`config.mk`:
```
export PLATFORM = sky130hd
export DESIGN_NAME = pc_sequencer
export DESIGN_NICKNAME = d
export VERILOG_FILES = /design/src/rtl/pc_sequencer.sv
export SDC_FILE = /design/constraint.sdc
export NUM_CORES = 1
export LEC_CHECK = 0
export CAP_MARGIN = 0
export CELL_PAD_IN_SITES_DETAIL_PLACEMENT = 1
export CELL_PAD_IN_SITES_GLOBAL_PLACEMENT = 1
export CORE_UTILIZATION = 47
export DETAILED_ROUTE_END_ITERATION = 12
export PLACE_DENSITY = 0.84
export SLEW_MARGIN = 10
export SYNTH_ARGS = -nofsm -noshare
export SYNTH_HDL_FRONTEND = slang
export SYNTH_SLANG_ARGS = --single-unit
```
`constraint.sdc`:
```
create_clock -name CLK -period 7.1 [get_ports CLK]
set_clock_uncertainty 0.2 [all_clocks]
set_input_delay 1.42 -clock CLK [delete_from_list [all_inputs] [get_ports CLK]]
set_output_delay 1.42 -clock CLK [all_outputs]
set_load 0.05 [all_outputs]
```
`src/rtl/pc_sequencer.sv`:
```
// Fetch program counter: stall, branch/jump redirect, call/return through a circular return-address stack.
// Optional macro PC_ALIGN_CHECK_EN adds AlignFault and suppresses PC updates to misaligned redirect targets.
module pc_sequencer #(
    parameter int WIDTH     = 32,
    parameter int INC       = 4,
    parameter int RAS_DEPTH = 4
) (
    input  logic                           CLK,
    input  logic                           MasterReset,
    input  logic [WIDTH-1:0]               StartPC,
    input  logic                           Stall,
    input  logic                           BranchTaken,
    input  logic [WIDTH-1:0]               BranchTarget,
    input  logic                           Jump,
    input  logic                           Call,
    input  logic [WIDTH-1:0]               JumpTarget,
    input  logic                           Return,
    output logic [WIDTH-1:0]               PC,
    output logic [$clog2(RAS_DEPTH+1)-1:0] RasCount,
    output logic                           RasOverflow,
    output logic                           RasUnderflow
`ifdef PC_ALIGN_CHECK_EN
    ,
    output logic                           AlignFault
`endif
);

    localparam int CNT_W = $clog2(RAS_DEPTH + 1);
    localparam int PTR_W = (RAS_DEPTH > 1) ? $clog2(RAS_DEPTH) : 1;
`ifdef PC_ALIGN_CHECK_EN
    localparam logic [WIDTH-1:0] ALIGN_MASK = WIDTH'(INC - 1);
`endif

    logic [WIDTH-1:0] pc_q, pc_d;
    logic [CNT_W-1:0] cnt_q, cnt_d;
    logic [PTR_W-1:0] top_q, top_d;
    logic             ovf_q, ovf_d;
    logic             unf_q, unf_d;
    logic [WIDTH-1:0] ras_q [RAS_DEPTH];
    logic [WIDTH-1:0] ras_d [RAS_DEPTH];
`ifdef PC_ALIGN_CHECK_EN
    logic             af_q, af_d;
`endif

    logic [WIDTH-1:0] pc_inc;
    logic [WIDTH-1:0] redir_tgt;
    logic             redir;
    logic [PTR_W-1:0] top_next;
    logic [PTR_W-1:0] top_prev;

    assign pc_inc   = pc_q + WIDTH'(INC);
    assign top_next = (top_q == PTR_W'(RAS_DEPTH - 1)) ? '0 : top_q + 1'b1;
    assign top_prev = (top_q == '0) ? PTR_W'(RAS_DEPTH - 1) : top_q - 1'b1;

    always_comb begin
        pc_d      = pc_q;
        cnt_d     = cnt_q;
        top_d     = top_q;
        ras_d     = ras_q;
        ovf_d     = 1'b0;
        unf_d     = 1'b0;
        redir     = 1'b0;
        redir_tgt = pc_inc;
`ifdef PC_ALIGN_CHECK_EN
        af_d      = 1'b0;
`endif
        if (!Stall) begin
            if (Return) begin
                if (cnt_q != '0) begin
                    redir     = 1'b1;
                    redir_tgt = ras_q[top_q];
                    top_d     = top_prev;
                    cnt_d     = cnt_q - 1'b1;
                end else begin
                    pc_d  = pc_inc;
                    unf_d = 1'b1;
                end
            end else if (Call) begin
                // A full stack overwrites the oldest slot simply by advancing the top pointer around.
                ras_d[top_next] = pc_inc;
                top_d           = top_next;
                if (cnt_q == CNT_W'(RAS_DEPTH)) ovf_d = 1'b1;
                else                            cnt_d = cnt_q + 1'b1;
                redir     = 1'b1;
                redir_tgt = JumpTarget;
            end else if (Jump) begin
                redir     = 1'b1;
                redir_tgt = JumpTarget;
            end else if (BranchTaken) begin
                redir     = 1'b1;
                redir_tgt = BranchTarget;
            end else begin
                pc_d = pc_inc;
            end

            if (redir) begin
`ifdef PC_ALIGN_CHECK_EN
                if ((redir_tgt & ALIGN_MASK) != '0) af_d = 1'b1;
                else                                pc_d = redir_tgt;
`else
                pc_d = redir_tgt;
`endif
            end
        end
    end

    always_ff @(negedge CLK) begin
        if (MasterReset) begin
            pc_q  <= StartPC;
            cnt_q <= '0;
            top_q <= '0;
            ovf_q <= 1'b0;
            unf_q <= 1'b0;
`ifdef PC_ALIGN_CHECK_EN
            af_q  <= 1'b0;
`endif
        end else begin
            pc_q  <= pc_d;
            cnt_q <= cnt_d;
            top_q <= top_d;
            ovf_q <= ovf_d;
            unf_q <= unf_d;
`ifdef PC_ALIGN_CHECK_EN
            af_q  <= af_d;
`endif
        end
    end

    // Stack contents are don't-care after reset; only the count and pointer are cleared.
    always_ff @(negedge CLK) begin
        ras_q <= ras_d;
    end

    assign PC           = pc_q;
    assign RasCount     = cnt_q;
    assign RasOverflow  = ovf_q;
    assign RasUnderflow = unf_q;
`ifdef PC_ALIGN_CHECK_EN
    assign AlignFault   = af_q;
`endif

endmodule

```
== After elaboration in Yosys (flattened, before gate mapping) ==
Index checks and enable logic that the tools add are counted.

* Register bits: 167
* Word-level logic and storage cells: 77
* Input port bits: 103
* Output and inout bits: 37

* $add $sub $neg: 5
* Reduce and logical (&&, ||, !) cells: 10
* Bitwise operators: 5
* Equality and inequality tests: 9
* $lt $le $gt $ge: 3
* Muxes and demuxes: 36

{| class="wikitable"
|+ Operators by type and width
! cell !! number
|-
| 2-to-1 mux 32 bit || 16
|-
| bitwise mux 128 bit || 1
|-
| binary-select mux 32 bit (select 2 bit) || 1
|-
| demux 32 bit (select 2 bit) || 1
|-
| adder 32 x 3 -> 32 bit (second input constant) || 1
|-
| 2-to-1 mux 3 bit || 4
|-
| != test 4 x 2 -> 1 bit (second input constant) || 3
|-
| 2-to-1 mux 2 bit || 5
|-
| 2-to-1 mux 1 bit || 8
|-
| >= comparator 3 bit (second input constant) || 2
|-
| inverter 2 -> 3 bit || 2
|-
| AND reduction 3 bit || 2
|-
| AND reduction 5 bit || 1
|-
| != test 2 bit (second input constant) || 2
|-
| != test 4 x 3 -> 1 bit (second input constant) || 1
|-
| AND reduction 4 bit || 1
|-
| OR reduction 4 bit || 1
|-
| adder 3 x 1 -> 3 bit (second input constant) || 1
|-
| == test 3 bit (second input constant) || 1
|-
| less-than comparator 3 x 1 -> 1 bit (second input constant) || 1
|-
| inverter 1 bit || 3
|-
| nonzero test 3 bit || 1
|-
| OR reduction 3 bit || 1
|-
| subtractor 3 x 1 -> 3 bit (second input constant) || 1
|-
| other kinds (7) || 7
|}

== Depth between registers and ports, before layout ==
Gate-level depths: netlist (run 1).

* Word-level depth: 9
* Gate-level depth with buffers: 8
* Gate-level depth less buffers: 6

==> results of run 1 <==
[metrics by stage]
stage,worst slack [ps],cells
2_1_floorplan,35.4,630
3_3_place_gp,-128,991
3_5_place_dp,-267,991
4_1_cts,7.54,1188
5_1_grt,-58.2,1188
6_report,-46.2,1188
[placed cells by master (no fill, tap or decap), types with 6 or more instances in the layout]
master           count
or2_2                8
edfxtp_1           160
o22ai_1             13
buf_12               9
o31ai_1             13
buf_4               38
xor2_1              13
clkdlybuf4s50_1    134
o21ai_0             28
nand2_1             49
o221ai_1            10
nor2_1              48
nor3_1              17
inv_1              199
nor4_1               9
a21oi_1             10
mux4_2              32
dfxtp_1              6
clkbuf_16           17
a211oi_1             8
xnor2_1             10
and3_1               7
nand3_1             14
a31oi_1             24
[cell type report]
| class | count | share of cell area [%] |
|---|---|---|
| inverters | 31 | 1.03 |
| clock buffers | 17 | 3.76 |
| multi-input cells | 385 | 26.0 |
| well taps | 220 | 2.43 |
| repair buffers | 187 | 16.5 |
| flip-flops and latches | 167 | 43.7 |
| clock inverters | 181 | 6.59 |
[state kept, by name (all words and copies together) (netlist names)]
register      count
RasOverflow       1
ras_q           128
PC               32
top_q             2
RasUnderflow      1
RasCount          3
[kinds of logic (layout without fill, tap and decap cells)]
| family | Yosys count | count (layout) |
|---|---|---|
| compound gates | 129 | 129 |
| fa+ha+maj | 6 | 6 |
| buf+inv | 78 | 416 |
| simple gates | 194 | 194 |
| flops | 167 | 167 |
| xor+xnor | 24 | 24 |
| mux | 32 | 32 |
[where the power goes]
group          internal [µW]  switching, µW  leakage, µW
registers               1160           63.2      0.00155
logic                    241            378      0.00189
clock network            585            815      0.00116
[worst min-delay path by stage]
| stage | startpoint | end | slack, ps | cells past startpoint |
|---|---|---|---|---|
| after floorplan | PC[0] | ras_q[0] | 280 | 0 |
| after global placement | PC[1] | ras_q[97] | 330 | 0 |
| after detailed placement | PC[1] | ras_q[97] | 370 | 0 |
| after CTS | PC[1] | ras_q[1] | 350 | 0 |
| after global routing | PC[0] | ras_q[0] | 350 | 0 |
| final | PC[0] | ras_q[0] | 320 | 0 |
[cell usage after synthesis (all sizes together) (5+ instances only)]
cell / instances
a31oi: 24
nand4: 7
nor4: 11
o31ai: 13
nand3: 15
or2: 9
a211oi: 8
ha: 5
mux4: 32
dfxtp: 7
o221ai: 10
nor3: 17
nor2: 49
xor2: 14
or4: 6
buf: 14
a21oi: 11
xnor2: 10
nand2: 50
inv: 32
clkbuf: 32
edfxtp: 160
o22ai: 13
o31a: 5
o21ai: 28
and3: 7
[routing by layer]
metal | wire length [µm] | global-route usage (%) | part of all wire, %
met1 | 12200 | 41.9 | 36
met2 | 16800 | 62.1 | 49
met3 | 3390 | 11.8 | 9.9
met4 | 1990 | 26.5 | 5.8
met5 | 0 | 0 | 0
[what timing repair did]
item                                    CTS  global route
endpoints found under the setup margin    3             4
gates resized for setup                   3             3
pin swaps                                 0             0
==> flow_metrics.env, run 1 <==
export IMPL_hold_violations=0
export IMPL_synthFlopType="edfxtp_1"
export IMPL_postCtsSetupBuffers=0
export IMPL_nets=1065
export IMPL_yosys_area_share_simple_pct=12.8
export IMPL_p_leak_uw=0.00460
export IMPL_worst_r2r_setup_slack_ps=3790
export IMPL_p_total_uw=3240
export IMPL_numCtsBuffers=17
export IMPL_syn_inst=630
export IMPL_setup_viol_count_final=4
export IMPL_antenna_left=0
export IMPL_wl_um=34300
export IMPL_grtUsageTotal_pct=37.8
export IMPL_synth_fa_ha_area_share_pct=1.01
export IMPL_p_per_area_nw_per_um2=286
export IMPL_io_pins=140
export IMPL_r2r_end="PC[30]"
export IMPL_path_cells="clkdlybuf4s50_1"
export IMPL_cts_max_level=4
export IMPL_ys_seq_area_share_pct=60.3
export IMPL_vias_per_cell=6.47
export IMPL_fin_util_pct=67.3
export IMPL_post_dp_cell_area_um2=10100
export IMPL_synth_area_leaders="edfxtp_1 59%, mux4_2 8.8%, nand2_1 2.2%, nor2_1 2.2%, a31oi_1 1.8%"
export IMPL_hpwl_um=18300
export IMPL_max_stage_delay_ps=880
export IMPL_coreArea_um2=16800
export IMPL_maxSlewViolCount=0
export IMPL_syn_cell_area_um2=8200
export IMPL_worst_pin_slew_ps=987
export IMPL_postCtsHoldBufs=0
export IMPL_numPortBuffers=139
export IMPL_die_h_um=134
export IMPL_synth_xor_area_share_pct=2.66
export IMPL_grt_max_degree=45
export IMPL_yosysUniqueCellTypes=60
export IMPL_overflow=0
export IMPL_violations="negative setup slack"
export IMPL_crit_path_start="PC[28]"
export IMPL_ir_drop_uv=189
export IMPL_postSynthAreaPerCell_um2=13.0
export IMPL_dieArea_um2=18000
export IMPL_routed_via_count=7684
export IMPL_r2r_start="PC[2]"
export IMPL_synth_seq_cells=167
export IMPL_final_design_area_no_fill_um2=11300
export IMPL_status="finished, violations left"
export IMPL_cp_endpoint="PC[28]"
export IMPL_fill_cells=1726
export IMPL_cap_viol_max_count=0
export IMPL_cp_max_fo=5
export IMPL_antenna_cells=0
export IMPL_critical_path_buf_inv_count=1
export IMPL_tritoncts="done"
export IMPL_maxSlewHeadroom_pct=33.6
export IMPL_worstPathRequired_ps=5480
export IMPL_firstDrtPassIters=7
export IMPL_synth_edf_count=160
export IMPL_place_congestion=0.866
export IMPL_synth_top_family_by_area="simple AND/OR/NAND/NOR gates"
export IMPL_dieWidth_um=134
export IMPL_root_buffer="clkbuf_16"
export IMPL_clk_latency_ps=530
export IMPL_initial_core_util_pct=48.7
export IMPL_grt_pass1_vias=8548
export IMPL_drc_errors=0
export IMPL_post_drt_wl_per_cell_um=28.9
export IMPL_setup_tns_final_ps=-82.7
export IMPL_synth_top_area_share_pct=58.6
export IMPL_multi_input_area_um2=2950
export IMPL_slowest_stage="clkdlybuf4s50_1"
export IMPL_end_kind="output port"
export IMPL_cp_arrival_ps=5530
export IMPL_drt_initial_drc_count=845
export IMPL_min_path_type="register to register"
export IMPL_areaGrowthSynthToFinish_pct=38.1
export IMPL_rr_worst_depth=7
export IMPL_rows=47
export IMPL_cts_buffer_depth=2
export IMPL_synth_top_area_cell="edfxtp_1"
export IMPL_seqCellArea_um2=4950
export IMPL_cts_clk_slew_worst_paths_ps=120
export IMPL_path_class="register to output port"
export IMPL_synth_compound_area_share_pct=10.5
export IMPL_yosysWarnings=0
export IMPL_antenna_found_initial=0
export IMPL_cts_sinks=167
export IMPL_syn_num_nets=739
export IMPL_whs_ps=323
export IMPL_crit_cells=1
export IMPL_fin_ws_ps=-46.2
export IMPL_muxShareOfSynthArea_pct=8.79
export IMPL_grt_pass1_wl_um=49100
export IMPL_cp_start_kind="register"
export IMPL_path_delay_family="buffers and inverters"
export IMPL_async_flop_share_pct=0
export IMPL_drive_above_1_share_pct=14.2
Note: power is estimated with default switching activity, not from simulation.
==> inputs of run 2 (changes only) <==
--- a/config.mk
+++ b/config.mk
@@ -9,8 +9,9 @@
 export CELL_PAD_IN_SITES_DETAIL_PLACEMENT = 1
 export CELL_PAD_IN_SITES_GLOBAL_PLACEMENT = 1
 export CORE_UTILIZATION = 47
+export CTS_CLUSTER_SIZE = 16
 export DETAILED_ROUTE_END_ITERATION = 12
-export PLACE_DENSITY = 0.84
+export PLACE_DENSITY_LB_ADDON = 0.1
 export SLEW_MARGIN = 10
 export SYNTH_ARGS = -nofsm -noshare
 export SYNTH_HDL_FRONTEND = slang
==> run 2 against run 1 <==
The run now ends clean; setup slack better by 62 ps; clock-buffer cell count did not move; via count shrank 5.3%; flip-flop and latch count unchanged; critical path depth unchanged; utilization rose by 0.33 points; register-to-register slack barely moved; clock power is essentially flat; sequential power hardly changed; sequential share of layout area shrank 0.21 points; global-route usage decreased by 2.8 points; design area rose by 0.49%; critical path type unchanged; highest routed layer unchanged.
==> flow_metrics.env, run 2 (synthesized netlist as in run 1, its figures left out) <==
export IMPL_status="complete, no violations"
export IMPL_crit_cells=1
export IMPL_worst_r2r_setup_slack_ps=3780
export IMPL_die_h_um=134
export IMPL_root_buffer="clkbuf_16"
export IMPL_rows=47
export IMPL_layout_commonest_cell="inv_1"
export IMPL_grt_pass1_vias=8378
export IMPL_fin_ws_ps=15.6
export IMPL_hpwl_um=18200
export IMPL_dieWidth_um=134
export IMPL_tritoncts="done"
export IMPL_layout_common_cells="198 x inv_1, 160 x edfxtp_1, 135 x clkdlybuf4s50_1"
export IMPL_drive_above_1_share_pct=14.5
export IMPL_critical_path_buf_inv_count=1
export IMPL_dp_cells=994
export IMPL_path_cells="clkdlybuf4s50_1"
export IMPL_grt_max_degree=38
export IMPL_cap_viol_max_count=0
export IMPL_coreArea_um2=16800
export IMPL_maxSlewViolCount=0
export IMPL_p_leak_uw=0.00464
export IMPL_end_kind="output port"
export IMPL_hold_path_startpoint="PC[1]"
export IMPL_worst_pin_slew_ps=1210
export IMPL_cts_sinks=167
export IMPL_ir_drop_uv=198
export IMPL_final_design_area_no_fill_um2=11400
export IMPL_crit_path_start="PC[14]"
export IMPL_r2r_end="PC[28]"
export IMPL_antenna_left=0
export IMPL_p_per_area_nw_per_um2=283
export IMPL_cts_max_level=4
export IMPL_post_drt_wl_per_cell_um=25.3
export IMPL_numPortBuffers=139
export IMPL_antenna_found_initial=0
export IMPL_drt_initial_drc_count=630
export IMPL_hold_violations=0
export IMPL_wl_um=30200
export IMPL_dieArea_um2=18000
export IMPL_grtUsageTotal_pct=35.0
export IMPL_worstPathRequired_ps=5480
export IMPL_nets=1068
export IMPL_antenna_cells=0
export IMPL_initial_core_util_pct=48.7
export IMPL_cp_max_fo=6
export IMPL_routed_via_count=7277
export IMPL_post_dp_cell_area_um2=10200
export IMPL_grt_pass1_wl_um=45800
export IMPL_min_path_type="register to register"
export IMPL_postCtsHoldBufs=0
export IMPL_largest_register="ras_q"
export IMPL_r2r_start="PC[2]"
export IMPL_stdcell_count=1192
export IMPL_path_delay_family="buffers and inverters"
export IMPL_rr_worst_depth=7
export IMPL_cts_resized=0
export IMPL_cts_buffer_depth=2
export IMPL_cp_start_kind="register"
export IMPL_io_pins=140
export IMPL_firstDrtPassIters=5
export IMPL_clk_latency_ps=490
export IMPL_drc_errors=0
export IMPL_whs_ps=381
export IMPL_maxSlewHeadroom_pct=18.9
export IMPL_vias_per_cell=6.10
export IMPL_overflow=0
export IMPL_postCtsSetupBuffers=0
export IMPL_largest_register_ff_count=128
export IMPL_path_class="register to output port"
export IMPL_place_ws_ps=-250
export IMPL_numCtsBuffers=17
export IMPL_cp_arrival_ps=5460
export IMPL_cp_endpoint="PC[14]"
export IMPL_place_congestion=0.820
export IMPL_cts_clk_slew_worst_paths_ps=60
export IMPL_setup_viol_count_final=0
export IMPL_slowest_stage="clkdlybuf4s50_1"
export IMPL_grt_setup_unrepaired="false"
export IMPL_areaGrowthSynthToFinish_pct=38.8
export IMPL_max_stage_delay_ps=870
## run 2: cell count changes in the layout (fill, tap and decap cells not counted), moves of 2 or more
cell,previous run,this run
dlygate4sd2_1,2,0
inv_4,0,2
inv_6,5,2
clkinv_4,5,2
inv_8,2,6
buf_4,38,43
## run 2: metrics by stage
step / power, µW / TNS (ps) / util (%)
floorplan: 1680 / 0 / -
global placement: 1910 / -2210 / 60.4
detailed placement: 1940 / -4720 / 60.4
CTS: 3230 / 0 / 67.6
global route: 3360 / 0 / 67.6
finish: 3220 / 0 / 67.6
## run 2: how the worst min path moves through the flow
stage / to / cells after the start / slack [ps]
after floorplan: ras_q[0] / 0 / 280
after global placement: ras_q[96] / 0 / 330
after detailed placement: ras_q[32] / 0 / 370
after CTS: ras_q[64] / 0 / 390
after global routing: ras_q[64] / 0 / 390
final: ras_q[33] / 0 / 380
## run 2: power by group
group	total (µW)	leakage, µW	switching, µW	internal, µW
logic	579	0.00191	340	239
registers	1230	0.00155	68.4	1160
clock network	1410	0.00118	777	630
## run 2: layer usage
| metal | share of wire, % | global-route usage, % | vias to the layer above |
|---|---|---|---|
| li1 | - | - | 3098 |
| met1 | 37 | 39.0 | 3610 |
| met2 | 52 | 59.7 | 475 |
| met3 | 8.3 | 10.8 | 94 |
| met4 | 3.1 | 19.8 | 0 |
| met5 | 0 | 0 | - |
## run 2: cell type report
cell class	instances	area, µm²
Clock buffer	17	425
Clock inverter	182	793
Fill cell	1720	5440
Inverter	31	116
Multi-Input combinational cell	385	2940
Sequential cell	167	4950
Tap cell	220	275
Timing Repair Buffer	190	1880
==> inputs of run 3 (changes only) <==
--- a/config.mk
+++ b/config.mk
@@ -8,7 +8,7 @@
 export CAP_MARGIN = 0
 export CELL_PAD_IN_SITES_DETAIL_PLACEMENT = 1
 export CELL_PAD_IN_SITES_GLOBAL_PLACEMENT = 1
-export CORE_UTILIZATION = 47
+export CORE_UTILIZATION = 43
 export CTS_CLUSTER_SIZE = 16
 export DETAILED_ROUTE_END_ITERATION = 12
 export PLACE_DENSITY_LB_ADDON = 0.1
==> constraint.sdc (replaced) <==
create_clock -name CLK -period 7.3 [get_ports CLK]
set_clock_uncertainty 0.2 [all_clocks]
set_input_delay 1.46 -clock CLK [delete_from_list [all_inputs] [get_ports CLK]]
set_output_delay 1.46 -clock CLK [all_outputs]
set_load 0.05 [all_outputs]
==> run 3 against run 2 <==
Worst hold slack got worse by 35 ps; sequential share of layout area grew 0.19 points; largest power group unchanged; die area is 9.2% higher; flip-flop and latch count unchanged; clock power down 9.9%; power down 6.4%; non-clock buffer count fell by 5; combinational power shrank 5.0%.
==> flow_metrics.env, run 3 (synthesized netlist as in run 1, its figures left out) <==
export IMPL_status="complete, no violations"
export IMPL_end_kind="output port"
export IMPL_cts_buffer_depth=2
export IMPL_drive_above_1_share_pct=13.9
export IMPL_grt_pass1_wl_um=41100
export IMPL_post_drt_wl_per_cell_um=22.4
export IMPL_ir_drop_uv=197
export IMPL_crit_path_start="PC[23]"
export IMPL_initial_core_util_pct=43.8
export IMPL_areaGrowthSynthToFinish_pct=38.2
export IMPL_layout_commonest_cell="inv_1"
export IMPL_layout_common_cells="200 x inv_1, 160 x edfxtp_1, 138 x clkdlybuf4s50_1"
export IMPL_postCtsHoldBufs=0
export IMPL_multi_input_area_um2=2940
export IMPL_hold_path_startpoint="PC[0]"
export IMPL_tritoncts="done"
export IMPL_drc_errors=0
export IMPL_largest_register="ras_q"
export IMPL_numCtsBuffers=17
export IMPL_rows=50
export IMPL_firstDrtPassIters=5
export IMPL_drt_initial_drc_count=444
export IMPL_fill_cells=1963
export IMPL_p_per_area_nw_per_um2=266
export IMPL_r2r_start="PC[2]"
export IMPL_antenna_left=0
export IMPL_worst_r2r_setup_slack_ps=4080
export IMPL_grt_max_degree=37
export IMPL_max_stage_delay_ps=880
export IMPL_slowest_stage="clkdlybuf4s50_1"
export IMPL_rr_worst_depth=7
export IMPL_setup_viol_count_final=0
export IMPL_antenna_found_initial=0
export IMPL_cts_clk_slew_worst_paths_ps=40
export IMPL_fin_ws_ps=100
export IMPL_numPortBuffers=139
export IMPL_grt_setup_unrepaired="false"
export IMPL_hpwl_um=17500
export IMPL_cap_viol_max_count=0
export IMPL_hold_violations=0
export IMPL_wl_um=26900
export IMPL_antenna_cells=0
export IMPL_clk_latency_ps=480
export IMPL_grtUsageTotal_pct=28.6
export IMPL_dieWidth_um=140
export IMPL_worst_pin_slew_ps=985
export IMPL_root_buffer="clkbuf_16"
export IMPL_r2r_end="PC[30]"
export IMPL_whs_endpoint="ras_q[64]"
export IMPL_setup_tns_final_ps=0
export IMPL_cp_start_kind="register"
export IMPL_p_total_uw=3010
export IMPL_cts_max_level=4
export IMPL_die_h_um=140
export IMPL_overflow=0
export IMPL_postCtsSetupBuffers=0
export IMPL_min_path_cells=0
export IMPL_largest_register_ff_count=128
export IMPL_routed_via_count=6863
export IMPL_coreArea_um2=18700
export IMPL_min_path_type="register to register"
export IMPL_seqCellArea_um2=4950
export IMPL_p_leak_uw=0.00458
export IMPL_maxSlewHeadroom_pct=34.3
export IMPL_io_pins=140
export IMPL_vias_per_cell=5.71
export IMPL_critical_path_buf_inv_count=1
export IMPL_dieArea_um2=19600
export IMPL_cts_resized=0
export IMPL_grt_pass1_vias=7770
export IMPL_worstPathRequired_ps=5640
export IMPL_cp_arrival_ps=5540
export IMPL_place_congestion=0.811
export IMPL_path_cells="clkdlybuf4s50_1"
export IMPL_cts_sinks=167
export IMPL_cp_max_fo=8
export IMPL_place_ws_ps=-208
export IMPL_maxSlewViolCount=0
export IMPL_nets=1063
export IMPL_path_delay_family="buffers and inverters"
export IMPL_path_class="register to output port"
-- run 3: cell types whose count changed in the layout (fill, tap and decap cells not counted), sizes merged --
cell,previous run,this run
buf,52,47
dlymetal6s2s,3,0
bufinv,1,0
clkdlybuf4s50,135,138
clkinvlp,1,0
inv,208,210
-- run 3: area by class of cell --
| type | count | area share (%) |
|---|---|---|
| inverters | 31 | 1.03 |
| well taps | 234 | 2.59 |
| flip-flops and latches | 167 | 43.7 |
| clock buffers | 17 | 3.76 |
| clock inverters | 182 | 6.81 |
| multi-input cells | 385 | 26.0 |
| repair buffers | 185 | 16.2 |
-- run 3: worst register-to-register path: cells and delay by family (launching register included) --
family	cells	cell delay, ps
fa+ha+maj	1	310
buf+inv	1	180
compound gates	1	340
flops	1	420
simple gates	3	1290
xor+xnor	1	220
-- run 3: worst max-delay path by stage --
stage / endpoint / cells after the start
after floorplan: ras_q[0] / 4
after global placement: PC[28] / 7
after detailed placement: PC[28] / 7
after CTS: PC[5] / 1
after global routing: PC[4] / 1
final: PC[23] / 1
-- run 3: per-layer routing --
metal	share of wire (%)	global-route usage (%)	wire length, µm	vias to the layer above
met5	0	0	0	-
met4	2.8	16.3	752	0
met3	6.6	8.14	1790	51
met2	51	48.3	13800	294
met1	39	32.6	10600	3424
li1	-	-	-	3094
-- run 3: per-stage QoR --
step           std cells  util [%]  instance area, µm²  hold slack (ps)
2_1_floorplan        630         -                8200              283
3_3_place_gp        1003      54.2               10100              323
3_5_place_dp        1003      54.2               10100              360
4_1_cts             1201      60.5               11300              351
5_1_grt             1201      60.5               11300              389
6_report            1201      60.5               11300              345
-- run 3: where the power goes --
| part | switching (µW) | leakage [µW] | total [µW] | internal, µW |
|---|---|---|---|---|
| Sequential | 57.0 | 0.00155 | 1190 | 1130 |
| Clock | 696 | 0.00118 | 1270 | 577 |
| Combinational | 321 | 0.00185 | 550 | 230 |
| Total | 1070 | 0.00458 | 3010 | 1940 |
